$ cat src/rtl/alarm_sequencer.sv
// Alarm clock buzzer sequencer: arms on enable, rings on time match, handles
// snooze/stop keys, auto-off timeout and re-arming once the matching minute passes.
module alarm_sequencer #(
    parameter logic [7:0] RING_TIMEOUT_SECS = 8'd60,
    parameter logic [7:0] SNOOZE_SECS       = 8'd120,
    parameter logic [3:0] MAX_SNOOZES       = 4'd3
) (
    input  logic        clk,
    input  logic        reset_n,
    input  logic        one_second,
    input  logic [15:0] curr_time,
    input  logic [15:0] alarm_time,
    input  logic        alarm_enable,
    input  logic        load_alarm,
    input  logic        snooze_key,
    input  logic        stop_key,
    output logic        alarm_sound,
    output logic        snoozing,
    output logic [3:0]  snooze_count_out,
    output logic [2:0]  debug_state_out
);

    typedef enum logic [2:0] {
        IDLE    = 3'd0,
        ARMED   = 3'd1,
        RINGING = 3'd2,
        SNOOZE  = 3'd3,
        DONE    = 3'd4
    } state_t;

    state_t      state, state_next;
    logic [7:0]  timer, timer_next;
    logic [3:0]  snooze_cnt, snooze_cnt_next;
    logic        time_match;

    assign time_match = (curr_time == alarm_time);

    always_ff @(posedge clk or negedge reset_n) begin
        if (!reset_n) begin
            state      <= IDLE;
            timer      <= '0;
            snooze_cnt <= '0;
        end else begin
            state      <= state_next;
            timer      <= timer_next;
            snooze_cnt <= snooze_cnt_next;
        end
    end

    always_comb begin
        state_next      = state;
        timer_next      = timer;
        snooze_cnt_next = snooze_cnt;

        // Default countdown; any load assigned below overrides it in the same clock.
        if (one_second && (state == RINGING || state == SNOOZE) && timer != '0)
            timer_next = timer - 8'd1;

        if (!alarm_enable) begin
            state_next = IDLE;
        end else if (load_alarm) begin
            state_next = DONE;
        end else begin
            case (state)
                IDLE: state_next = ARMED;
                ARMED: begin
                    if (time_match) begin
                        state_next      = RINGING;
                        timer_next      = RING_TIMEOUT_SECS;
                        snooze_cnt_next = '0;
                    end
                end
                RINGING: begin
                    if (stop_key) begin
                        state_next = DONE;
                    end else if (snooze_key && snooze_cnt < MAX_SNOOZES) begin
                        state_next      = SNOOZE;
                        timer_next      = SNOOZE_SECS;
                        snooze_cnt_next = snooze_cnt + 4'd1;
                    end else if (timer == '0) begin
                        state_next = DONE;
                    end
                end
                SNOOZE: begin
                    if (stop_key) begin
                        state_next = DONE;
                    end else if (timer == '0) begin
                        state_next = RINGING;
                        timer_next = RING_TIMEOUT_SECS;
                    end
                end
                DONE: begin
                    if (!time_match)
                        state_next = ARMED;
                end
                default: state_next = IDLE;
            endcase
        end

        // Unused encodings recover to IDLE regardless of enable/load.
        if (state != IDLE && state != ARMED && state != RINGING &&
            state != SNOOZE && state != DONE)
            state_next = IDLE;
    end

    assign alarm_sound      = (state == RINGING);
    assign snoozing         = (state == SNOOZE);
    assign snooze_count_out = snooze_cnt;
    assign debug_state_out  = state;

endmodule

$ cat config.mk
export PLATFORM = sky130hd
export DESIGN_NAME = alarm_sequencer
export DESIGN_NICKNAME = d
export VERILOG_FILES = /design/src/rtl/alarm_sequencer.sv
export SDC_FILE = /design/constraint.sdc
export NUM_CORES = 1
export LEC_CHECK = 0
export BUFFER_PORTS_ARGS = -buffer_cell sky130_fd_sc_hd__buf_2
export CAP_MARGIN = 10
export CORE_UTILIZATION = 47
export DETAILED_ROUTE_END_ITERATION = 10
export PLACE_DENSITY = 0.79
export SYNTH_ARGS = -nofsm -noshare
export SYNTH_HDL_FRONTEND = slang
export SYNTH_SLANG_ARGS = --single-unit
$ cat constraint.sdc
create_clock -name clk -period 2.5 [get_ports clk]
set_input_delay 0.625 -clock clk [delete_from_list [all_inputs] [get_ports clk]]
set_output_delay 0.625 -clock clk [all_outputs]
set_load 0.05 [all_outputs]
Word level (Yosys, flattened, before mapping)
Cells that the tools add are included.
{"block": "classes", "n_addsub": 2, "order_cmp": 1, "eq_ne": 16, "muxes": 24, "bitwise": 1, "n_reduce_logical": 15}
{"cell": "$mux 8", "n": 8}
{"cell": "$mux 3", "n": 10}
{"cell": "$pmux 8 s3", "n": 1}
{"cell": "$eq 16x16->1", "n": 1}
{"cell": "$pmux 3 s5", "n": 1}
{"cell": "$mux 4", "n": 3}
{"cell": "$ne 5x5->1 const B", "n": 2}
{"cell": "$logic_not 8->1", "n": 1}
{"cell": "$pmux 4 s2", "n": 1}
{"cell": "$reduce_bool 8->1", "n": 1}
{"cell": "$sub 8x1->8 const B", "n": 1}
{"cell": "$logic_and 1x1->1", "n": 7}
{"cell": "$ne 7x4->1 const B", "n": 1}
{"cell": "$eq 3x2->1 const B", "n": 2}
{"cell": "$ne 3x2->1 const B", "n": 2}
{"cell": "$ne 6x4->1 const B", "n": 1}
{"cell": "$reduce_and 6->1", "n": 1}
{"cell": "$add 4x1->4 const B", "n": 1}
{"cell": "$lt 4x2->1 const B", "n": 1}
{"cell": "$ne 2x2->1 const B", "n": 2}
{"cell": "$reduce_and 4->1", "n": 1}
{"cell": "$eq 3x1->1 const B", "n": 1}
{"cell": "$eq 3x3->1 const B", "n": 1}
{"cell": "$logic_not 3->1", "n": 1}
{"cell": "other kinds (7)", "n": 7}
{"block": "word_totals", "register_bits": 15, "in_bits": 39, "wordCells": 62}

Longest topological paths before layout
Gate-level depths: netlist of the first run.
{"block": "logic_depth", "ltp_word": 10, "depth_mapped": 7, "depth_no_buf": 7}

Worst setup path before layout of the first run
OpenSTA, ideal clock, no wires.
{"block": "synth_timing", "path_kind": "reg-to-reg", "from": "register state[0] (netlist: debug_state_out[0])", "to": "register snooze_cnt[0] (netlist: snooze_count_out[0])", "setup_time_ns": 0.066, "arrival_time_ns": 2.794, "slack_ns": -0.359, "stages_incl_launch_ff": 7, "n_path_buf": 1, "synth_period_minus_slack_ns": 2.859, "path_cell_list": "dfrtp_1 -> clkbuf_2 -> nor3b_1 -> or3b_1 -> nor3_1 -> a21o_1 -> a31o_2"}
{"block": "synth_between", "elab_chain_len": 3}
{"element": "start: declaration", "line_no": "31", "source": "state_t state, state_next;"}
{"element": "start signal: assignment", "line_no": "44", "source": "state <= state_next;"}
{"element": "$eq 3x2->1 (*)"}
{"element": "named net alarm_sound", "line_no": "17", "source": "output logic alarm_sound,"}
{"element": "$ne 2x1->1 (no source line) (tied with other cells)"}
{"element": "$reduce_and 6->1 (no source line)"}
{"element": "end signal: assignment", "line_no": "46", "source": "snooze_cnt <= snooze_cnt_next;"}
{"element": "end: declaration", "line_no": "33", "source": "logic [3:0] snooze_cnt, snooze_cnt_next;"}
Mark *: on every way through the listed nets, which the timed path passes. The rest lies on a longest branch.
A chain may end at the register's enable or synchronous reset.

Final worst setup path of the first run
{"block": "layout_timing", "from": "register timer[0]", "to": "register timer[7]"}
{"block": "layout_between", "elab_chain_len": 8}
{"element": "start: declaration", "line_no": "32", "source": "logic [7:0] timer, timer_next;"}
{"element": "start signal: assignment", "line_no": "45", "source": "timer <= timer_next;"}
{"element": "branches (longest 7 deep; another with $sub 8x1->8)"}
{"element": "$mux 8 (*)", "line_no": "59", "source": "if (!alarm_enable) begin"}
{"element": "named net timer_next[7]", "line_no": "32"}
Mark *: on every way through the listed nets, which the timed path passes.

==> results.sh, run 1 <==
export IMPL_cts_buffers_inserted=3
export IMPL_synth_seq_cells=15
export IMPL_synth_cells=117
export IMPL_cts_hold_buf=0
export IMPL_grt_ovfl_total=0
export IMPL_whs_ns=0.2116
export IMPL_holdCritPathClass="in2async"
export IMPL_io_pins=48
export IMPL_r2r_slack_ns=0.21
export IMPL_period_minus_slack_ns=2.289
export IMPL_antenna_found_initial=0
export IMPL_cts_clk_slew_worst_paths_ns=0.10
export IMPL_syn_avg_cell_area_sq_um=9.475
export IMPL_synth_top_family_by_area="simple AND/OR/NAND/NOR gates"
export IMPL_reg2reg_from="timer[0]"
export IMPL_yosysUniqueCellTypes=42
export IMPL_clockBufferDepth=2
export IMPL_htree_levels=1
export IMPL_gp_congestion=0.8853
export IMPL_synth_simple_area_share_pct=25.62
export IMPL_r2r_end="timer[7]"
export IMPL_grt_max_degree=16
export IMPL_via_per_inst=5.642
export IMPL_async_flop_share_pct=100.0
export IMPL_yosysSeqAreaShare_pct=33.86
export IMPL_crit_required_ns=2.68
export IMPL_synth_edf_count=0
export IMPL_syn_area_sq_um=1109
export IMPL_clkPwrFrac_pct=30.5
export IMPL_fp_dieW_microns=50.57
export IMPL_synth_flop_cell="dfrtp_1"
export IMPL_p_leak_uw=0.0007063
export IMPL_hold_viol=0
export IMPL_utilization_pct=62.84
export IMPL_end_kind="flip-flop"
export IMPL_crit_buf_inv=1
export IMPL_cts_resized=0
export IMPL_final_setup_tns_ns=0
export IMPL_post_route_period_util_pct=91.56
export IMPL_drc_errors=0
export IMPL_peakVddDrop_v=0.0003386
export IMPL_crit_path_cell_trace="inv_1, ha_1, or3b_2, or4b_4, a21oi_2, a31oi_2, and2_1"
export IMPL_root_buffer="clkbuf_4"
export IMPL_grt_pass1_vias=1088
export IMPL_ant_nets=0
export IMPL_initial_core_util_pct=50.11
export IMPL_diodes=0
export IMPL_startpoint="timer[0]"
export IMPL_drt_initial_drc_count=20
export IMPL_pwr_share_comb_pct=18.2
export IMPL_cts_tree="yes"
export IMPL_cp_start_kind="flip-flop"
export IMPL_slew_viol_final=0
export IMPL_rows=17
export IMPL_swShare_pct=28.52
export IMPL_wirelength_mm=2.645
export IMPL_die_area_sq_um=2557
export IMPL_slowest_delay_ns=0.53
export IMPL_crit_arrival_ns=2.47
export IMPL_slowest_stage="or4b_4"
export IMPL_syn_to_final_growth_pct=25.39
export IMPL_synthesis_nets=159
export IMPL_max_clock_freq_mhz=436.9
export IMPL_globalRouteTotalUtil_pct=24.30
export IMPL_routedWlPerCell_microns=13.70
export IMPL_final_nets=208
export IMPL_ys_warn_count=0
export IMPL_powerDensity_nw_per_um2=349.4
export IMPL_via_count=1089
export IMPL_setup_viol=0
export IMPL_power_switching_uw=138.5
export IMPL_cts_sinks=15
export IMPL_floorplan_core_area_sq_um=2212
export IMPL_drive_gt1_share_pct=38.18
export IMPL_crit_family="simple AND/OR/NAND/NOR gates"
export IMPL_clk_latency_ns=0.29
export IMPL_tightest_slew_ns=0.4988
export IMPL_grt_setup_unrepaired="false"
export IMPL_criticalPathCategory="reg2reg"
export IMPL_maxCapViolCount=0
export IMPL_status="complete, no violations"
export IMPL_grt_pass1_wl_mm=4.692
export IMPL_synth_adder_area_share_pct=3.386
export IMPL_synth_xor_area_share_pct=18.17
export IMPL_dr_pass1_iters=4
export IMPL_path_max_fanout=7
export IMPL_r2r_worst_path_cells=7
export IMPL_synth_compound_area_share_pct=15.80
export IMPL_dpl_cell_area_sq_um=1360
export IMPL_post_cts_setup_buffer_count=0
export IMPL_die_y_microns=50.57
export IMPL_clock_skew_ns=0.009974
export IMPL_portBuffers=47
export IMPL_p_seq_share_pct=51.3
export IMPL_slew_headroom_pct=66.68
export IMPL_p_int_uw=347.1
export IMPL_place_hpwl_mm=2.178
export IMPL_final_area_sq_um=1390
export IMPL_muxShareOfSynthArea_pct=0
-- kinds of logic (layout without fill, tap and decap cells) --
group                    after synthesis  count (layout)
AND/OR/NAND/NOR                       45              45
buffers and inverters                  6              54
AO/OA/AOI/OAI                         25              25
flip-flops                            15              15
adder cells (fa/ha/maj)                3               3
XOR/XNOR                              23              23
-- sequential cells by signal (all words and copies together), names as in the netlist --
signal / cells
snooze_count_out: 4
timer: 8
debug_state_out: 3
-- Yosys cell counts, types with 3 or more instances --
cell | number | area [sq um]
dfrtp_1 | 15 | 375.4
xor2_1 | 17 | 148.9
xnor2_1 | 6 | 52.55
nor3_1 | 3 | 15.01
o21ai_0 | 6 | 30.03
nor4_1 | 7 | 43.79
a21oi_1 | 4 | 20.02
ha_1 | 3 | 37.54
inv_1 | 3 | 11.26
and2_1 | 4 | 25.02
nor2_1 | 5 | 18.77
nand2_1 | 8 | 30.03
-- layer usage --
metal	GRT usage, %	vias to the layer above	wire [microns]
met3	5.758	6	159
met1	29.06	514	1082
li1	-	526	-
met2	43.56	43	1377
met5	0	-	0
met4	5.556	0	27
-- worst max path at each step --
stage,to,slack (ns),cells after the start
2_1_floorplan,snooze_count_out[0],0.16,6
3_3_place_gp,timer[0],0.31,7
3_5_place_dp,timer[0],0.24,7
4_1_cts,timer[7],0.21,7
5_1_grt,timer[6],0.13,6
6_report,timer[7],0.21,7
-- final cells by class --
cell class	count	area (sq um)
Clock buffer	3	22.52
Clock inverter	1	7.507
Fill cell	202	822.0
Inverter	3	11.26
Multi-Input combinational cell	96	703.2
Sequential cell	15	375.4
Tap cell	28	35.03
Timing Repair Buffer	47	235.2
-- layout by cell type, fill, tap and decap left out, types with 2 or more instances in the layout --
cell / instances
nor2_1: 5
nor3_1: 3
nand2b_1: 2
a21oi_1: 4
ha_1: 3
a31o_2: 2
or4b_4: 2
nor4_1: 7
and2_1: 4
o21a_1: 2
clkbuf_4: 3
dfrtp_1: 15
buf_2: 47
xor2_1: 17
inv_1: 3
xnor2_1: 6
nand2_1: 8
o21ai_0: 6
-- power groups by stage --
stage	registers, uW	clock network [uW]	logic, uW
after detailed placement	254	0	88.6
after CTS	249	154	88.9
after global routing	250	161	96.8
after global placement	254	0	84.9
final	249	148	88.3
after floorplan	256	0	39.9
-- stage by stage --
stage	cells	setup WS, ns	total power, uW
2_1_floorplan	117	0.1622	296.1
3_3_place_gp	189	0.3132	338.5
5_1_grt	193	0.1260	507.8
6_report	193	0.2111	485.6
3_5_place_dp	189	0.2391	342.3
4_1_cts	193	0.2145	491.4
Power figures use the tool's default switching activity.
==> inputs of run 2 (changes only) <==
- ABC_AREA: not set -> 1
- CORE_UTILIZATION: 47 -> 50
- CTS_CLUSTER_DIAMETER: not set -> 50
==> results.sh, run 2 <==
export IMPL_synth_cells=234
export IMPL_slew_viol_final=0
export IMPL_synth_seq_cells=15
export IMPL_grt_pass1_vias=1347
export IMPL_synth_adder_area_share_pct=2.618
export IMPL_yosysTopAreaCellShare_pct=26.18
export IMPL_cp_start_kind="flip-flop"
export IMPL_die_area_sq_um=3086
export IMPL_gp_congestion=0.8913
export IMPL_p_leak_uw=0.001063
export IMPL_rows=19
export IMPL_peakVddDrop_v=0.0006673
export IMPL_seq_area_sq_um=375.4
export IMPL_synth_compound_area_share_pct=6.806
export IMPL_status="complete, no violations"
export IMPL_slowest_delay_ns=0.46
export IMPL_antenna_found_initial=0
export IMPL_globalRouteTotalUtil_pct=20.36
export IMPL_clock_skew_ns=0.001899
export IMPL_yosysUniqueCellTypes=28
export IMPL_end_kind="output pin"
export IMPL_synthesis_nets=276
export IMPL_cts_sinks=15
export IMPL_dr_pass1_iters=4
export IMPL_post_cts_setup_buffer_count=0
export IMPL_ys_warn_count=0
export IMPL_maxCapViolCount=0
export IMPL_pre_cts_ws_ns=0.6285
export IMPL_grt_ovfl_total=0
export IMPL_finalPower_uw=969.8
export IMPL_setup_viol=0
export IMPL_slowest_stage="dfrtp_1"
export IMPL_synth_area_leader_cell="dfrtp_1"
export IMPL_ant_nets=0
export IMPL_crit_required_ns=1.88
export IMPL_clockBufferDepth=2
export IMPL_floorplan_core_area_sq_um=2734
export IMPL_routedWlPerCell_microns=9.345
export IMPL_synth_top_family_by_area="simple AND/OR/NAND/NOR gates"
export IMPL_powerDensity_nw_per_um2=558.8
export IMPL_utilization_pct=63.48
export IMPL_nFillCells=265
export IMPL_drc_errors=0
export IMPL_netlist_top_cells_count="nand2_1, inv_1, nor2_1"
export IMPL_die_y_microns=55.55
export IMPL_startpoint="debug_state_out[2]"
export IMPL_layout_common_cells="nand2_1, buf_2, inv_1"
export IMPL_r2r_worst_path_cells=9
export IMPL_drt_initial_drc_count=40
export IMPL_synthTopCellsByArea="dfrtp_1, nand2_1, inv_1"
export IMPL_post_route_period_util_pct=82.82
export IMPL_crit_buf_inv=2
export IMPL_path_max_fanout=9
export IMPL_layout_commonest_cell="nand2_1"
export IMPL_synth_xor_area_share_pct=3.665
export IMPL_initial_core_util_pct=52.45
export IMPL_root_buffer="clkbuf_4"
export IMPL_largest_register_ffs=8
export IMPL_hold_viol=0
export IMPL_whs_ns=0.2295
export IMPL_syn_avg_cell_area_sq_um=6.128
export IMPL_cts_buffers_inserted=3
export IMPL_finalWorstSetupSlack_ns=0.4295
export IMPL_crit_family="flip-flops"
export IMPL_syn_to_final_growth_pct=21.03
export IMPL_cts_tree="yes"
export IMPL_cts_hold_buf=0
export IMPL_diodes=0
export IMPL_async_flop_share_pct=100.0
export IMPL_grt_setup_unrepaired="false"
export IMPL_crit_arrival_ns=1.45
export IMPL_period_minus_slack_ns=2.071
export IMPL_syn_area_sq_um=1434
export IMPL_htree_levels=1
export IMPL_top_register="timer"
export IMPL_criticalPathCategory="reg2out"
export IMPL_yosysMostFrequentCell="nand2_1"
export IMPL_synth_simple_area_share_pct=47.64
export IMPL_crit_path_cell_trace="inv_2, nand2_4, nor2_4, buf_2"
export IMPL_cts_resized=0
export IMPL_yosysSeqAreaShare_pct=26.18
export IMPL_fp_dieW_microns=55.55
export IMPL_holdCritPathClass="in2async"
export IMPL_drive_gt1_share_pct=27.02
export IMPL_via_per_inst=4.703
export IMPL_portBuffers=47
export IMPL_final_nets=328
export IMPL_wirelength_mm=2.953
export IMPL_final_setup_tns_ns=0
export IMPL_cp_depth=4
export IMPL_clk_latency_ns=0.29
export IMPL_muxShareOfSynthArea_pct=0
export IMPL_cts_clk_slew_worst_paths_ns=0.09
export IMPL_grt_max_degree=16
export IMPL_synth_edf_count=0
export IMPL_via_count=1486
export IMPL_reg2reg_from="timer[0]"
export IMPL_max_clock_freq_mhz=483.0
export IMPL_io_pins=48
export IMPL_slew_headroom_pct=76.88
export IMPL_grt_pass1_wl_mm=5.175
export IMPL_synth_flop_cell="dfrtp_1"
export IMPL_multi_input_area_sq_um=870.8
export IMPL_place_hpwl_mm=2.464
export IMPL_tightest_slew_ns=0.3468
==> run 2: cell count changes in the layout (fill, tap and decap cells not counted), moves of 6 or more <==
cell and change:
o21ai_1 +7, xnor2_1 -6, xor2_1 -11, nor2_1 +34, inv_2 +6, nand2_1 +60
nor4_1 -6, inv_1 +37
==> run 2: final timing paths <==
kind	endpoint	slack, ns
setup / recovery	alarm_sound	0.43
hold / removal	snooze_count_out[3]	0.23
setup reg to reg	timer[1]	0.84
hold reg to reg	snooze_count_out[2]	0.50
max in group asynchronous	timer[1]	2.02
min in group clk	snooze_count_out[2]	0.50
==> run 2: cell type report <==
cell class                 instances  area share [%]
tap                               31           2.235
timing repair buffer              47           13.55
inverter                          48           10.81
clock buffer                       3           1.298
clock inverter                     1          0.2884
sequential                        15           21.63
multi-input combinational        171           50.18
==> run 2: worst reg2reg max path, stage by stage, from the launching register on <==
cell     delay, ns
dfrtp_1       0.36
inv_1         0.16
ha_1          0.18
nand2_1       0.09
nor2_4        0.25
inv_2         0.09
nor2_1        0.12
o21ai_1       0.10
nor2_1        0.16
nor2_1        0.05
==> run 2: power by group <==
part,internal (uW),switching [uW],total (uW)
combinational,167,318,485
sequential,300,46.2,346
clock,59.5,79.4,139
==> run 2: logic make-up after synthesis <==
| group | Yosys count |
|---|---|
| AO/OA/AOI/OAI | 18 |
| XOR/XNOR | 6 |
| adder cells (fa/ha/maj) | 3 |
| buffers and inverters | 48 |
| flip-flops | 15 |
| AND/OR/NAND/NOR | 144 |
==> run 2: metrics by stage <==
stage	cells	instance area [sq um]
2_1_floorplan	234	1434
3_3_place_gp	312	1708
3_5_place_dp	312	1708
4_1_cts	316	1735
5_1_grt	316	1735
6_report	316	1735
==> run 2: layer usage <==
metal	vias up	wire, microns	GRT usage, %
li1	820	-	-
met1	641	1438	25.97
met2	23	1417	35.46
met3	2	87	3.513
met4	0	10	5.357
met5	-	0	0
==> inputs of run 3 (changes only) <==
- ABC_AREA: 1 -> 0
- CORE_UTILIZATION: 50 -> 47
- clock period: 2.5 -> 2.07 ns (I/O delays scaled with it)
==> results.sh, run 3 (synthesized netlist as in run 1, its figures left out) <==
export IMPL_via_count=1144
export IMPL_diodes=0
export IMPL_hold_viol=0
export IMPL_root_buffer="clkbuf_4"
export IMPL_portBuffers=47
export IMPL_post_route_period_util_pct=100.8
export IMPL_layout_commonest_cell="buf_2"
export IMPL_peakVddDrop_v=0.0004894
export IMPL_powerDensity_nw_per_um2=380.5
export IMPL_setup_viol=3
export IMPL_largest_register_ffs=8
export IMPL_gp_congestion=0.9581
export IMPL_slowest_delay_ns=0.56
export IMPL_end_kind="flip-flop"
export IMPL_cts_sinks=15
export IMPL_grt_max_degree=16
export IMPL_drive_gt1_share_pct=49.44
export IMPL_crit_family="simple AND/OR/NAND/NOR gates"
export IMPL_dr_pass1_iters=4
export IMPL_cts_clk_slew_worst_paths_ns=0.10
export IMPL_fp_dieW_microns=50.57
export IMPL_routedWlPerCell_microns=14.40
export IMPL_clockBufferDepth=2
export IMPL_crit_buf_inv=1
export IMPL_crit_required_ns=2.27
export IMPL_drc_errors=0
export IMPL_seq_area_sq_um=380.4
export IMPL_period_minus_slack_ns=2.086
export IMPL_place_hpwl_mm=2.352
export IMPL_crit_path_cell_trace="inv_2, ha_4, or3b_4, or4b_4, a21oi_4, a31oi_4, and2_1"
export IMPL_top_register="timer"
export IMPL_maxCapViolCount=0
export IMPL_rows=17
export IMPL_r2r_end="timer[7]"
export IMPL_path_max_fanout=7
export IMPL_slowest_stage="or4b_4"
export IMPL_cp_start_kind="flip-flop"
export IMPL_tightest_slew_ns=0.5470
export IMPL_globalRouteTotalUtil_pct=26.58
export IMPL_reg2reg_from="timer[0]"
export IMPL_r2r_slack_ns=-0.02
export IMPL_violations="setup timing"
export IMPL_layout_common_cells="buf_2, xor2_1, buf_4"
export IMPL_crit_arrival_ns=2.29
export IMPL_die_area_sq_um=2557
export IMPL_ant_nets=0
export IMPL_holdCritPathClass="in2async"
export IMPL_nFillCells=177
export IMPL_finalPower_uw=592.8
export IMPL_wirelength_mm=2.995
export IMPL_grt_setup_unrepaired="true"
export IMPL_clk_latency_ns=0.30
export IMPL_antenna_found_initial=0
export IMPL_io_pins=48
export IMPL_slew_headroom_pct=63.45
export IMPL_grt_pass1_wl_mm=4.988
export IMPL_die_y_microns=50.57
export IMPL_max_clock_freq_mhz=479.4
export IMPL_slew_viol_final=0
export IMPL_grt_pass1_vias=1199
export IMPL_floorplan_core_area_sq_um=2212
export IMPL_drt_initial_drc_count=26
export IMPL_cts_buffers_inserted=3
export IMPL_multi_input_area_sq_um=753.2
export IMPL_whs_ns=0.1071
export IMPL_initial_core_util_pct=50.11
export IMPL_cts_tree="yes"
export IMPL_clock_skew_ns=0.003482
export IMPL_criticalPathCategory="reg2reg"
export IMPL_pre_cts_ws_ns=-0.1003
export IMPL_via_per_inst=5.500
export IMPL_p_leak_uw=0.0007803
export IMPL_status="finished with violations"
export IMPL_htree_levels=1
export IMPL_grt_ovfl_total=0
export IMPL_syn_to_final_growth_pct=40.52
export IMPL_r2r_worst_path_cells=7
export IMPL_final_nets=223
export IMPL_finalWorstSetupSlack_ns=-0.01598
[run 3: cell types whose count changed in the layout (fill, tap and decap cells not counted), moves of 4 or more]
cell	previous run	this run
buf_4	0	15
dfrtp_1	15	11
dfrtp_2	0	4
inv_1	40	1
inv_2	6	2
nand2_1	68	8
nand3_1	6	1
nor2_1	39	5
nor3_1	6	2
nor4_1	1	7
o21ai_1	7	0
xnor2_1	0	6
xor2_1	6	17
[run 3: where the power goes]
part / switching [uW] / internal [uW]
combinational: 56.2 / 51.0
clock: 110 / 73.7
sequential: 6.80 / 295
[run 3: worst register-to-register path, delay by kind of cell (launching register included)]
| family | cells | cell delay [ns] |
|---|---|---|
| adder cells (fa/ha/maj) | 1 | 0.12 |
| AND/OR/NAND/NOR | 3 | 1.11 |
| AO/OA/AOI/OAI | 2 | 0.27 |
| flip-flops | 1 | 0.40 |
| buffers and inverters | 1 | 0.08 |
[run 3: what timing repair did]
item | 4_1_cts | 5_1_grt
gates resized for setup | 7 | 3
hold buffers | 0 | 0
endpoints found under the setup margin | 6 | 7
pin swaps | 5 | 2
setup buffers | 3 | 1
[run 3: cell type report]
class | instances | area share [%]
clock buffers | 3 | 1.446
clock inverters | 1 | 0.4819
inverters | 3 | 0.7229
multi-input cells | 96 | 48.35
flip-flops and latches | 15 | 24.42
well taps | 28 | 2.249
repair buffers | 62 | 22.33
[run 3: how the worst max path moves through the flow]
stage	cells past startpoint	end	from	slack [ns]
floorplan	6	timer[0]	snooze_count_out[0]	-0.04
global placement	7	timer[0]	timer[0]	-0.009
detailed placement	7	timer[0]	timer[1]	-0.10
CTS	7	timer[1]	timer[0]	0.0009
global route	7	timer[7]	timer[1]	-0.08
finish	7	timer[7]	timer[0]	-0.02
[run 3: through the flow]
step / cell area (sq um) / utilization, % / cells / setup TNS (ns)
floorplan: 1127 / - / 117 / -0.1899
global placement: 1456 / 65.84 / 200 / -0.008835
global route: 1558 / 70.42 / 208 / -0.3441
finish: 1558 / 70.42 / 208 / -0.04083
detailed placement: 1456 / 65.84 / 200 / -0.3594
CTS: 1540 / 69.63 / 207 / 0
[run 3: per-layer routing]
metal	GRT usage [%]	vias up	routed length, microns
met5	0	-	0
met4	8.796	0	71
met3	7.273	10	156
met2	50.67	37	1624
met1	27.50	547	1142
li1	-	550	-
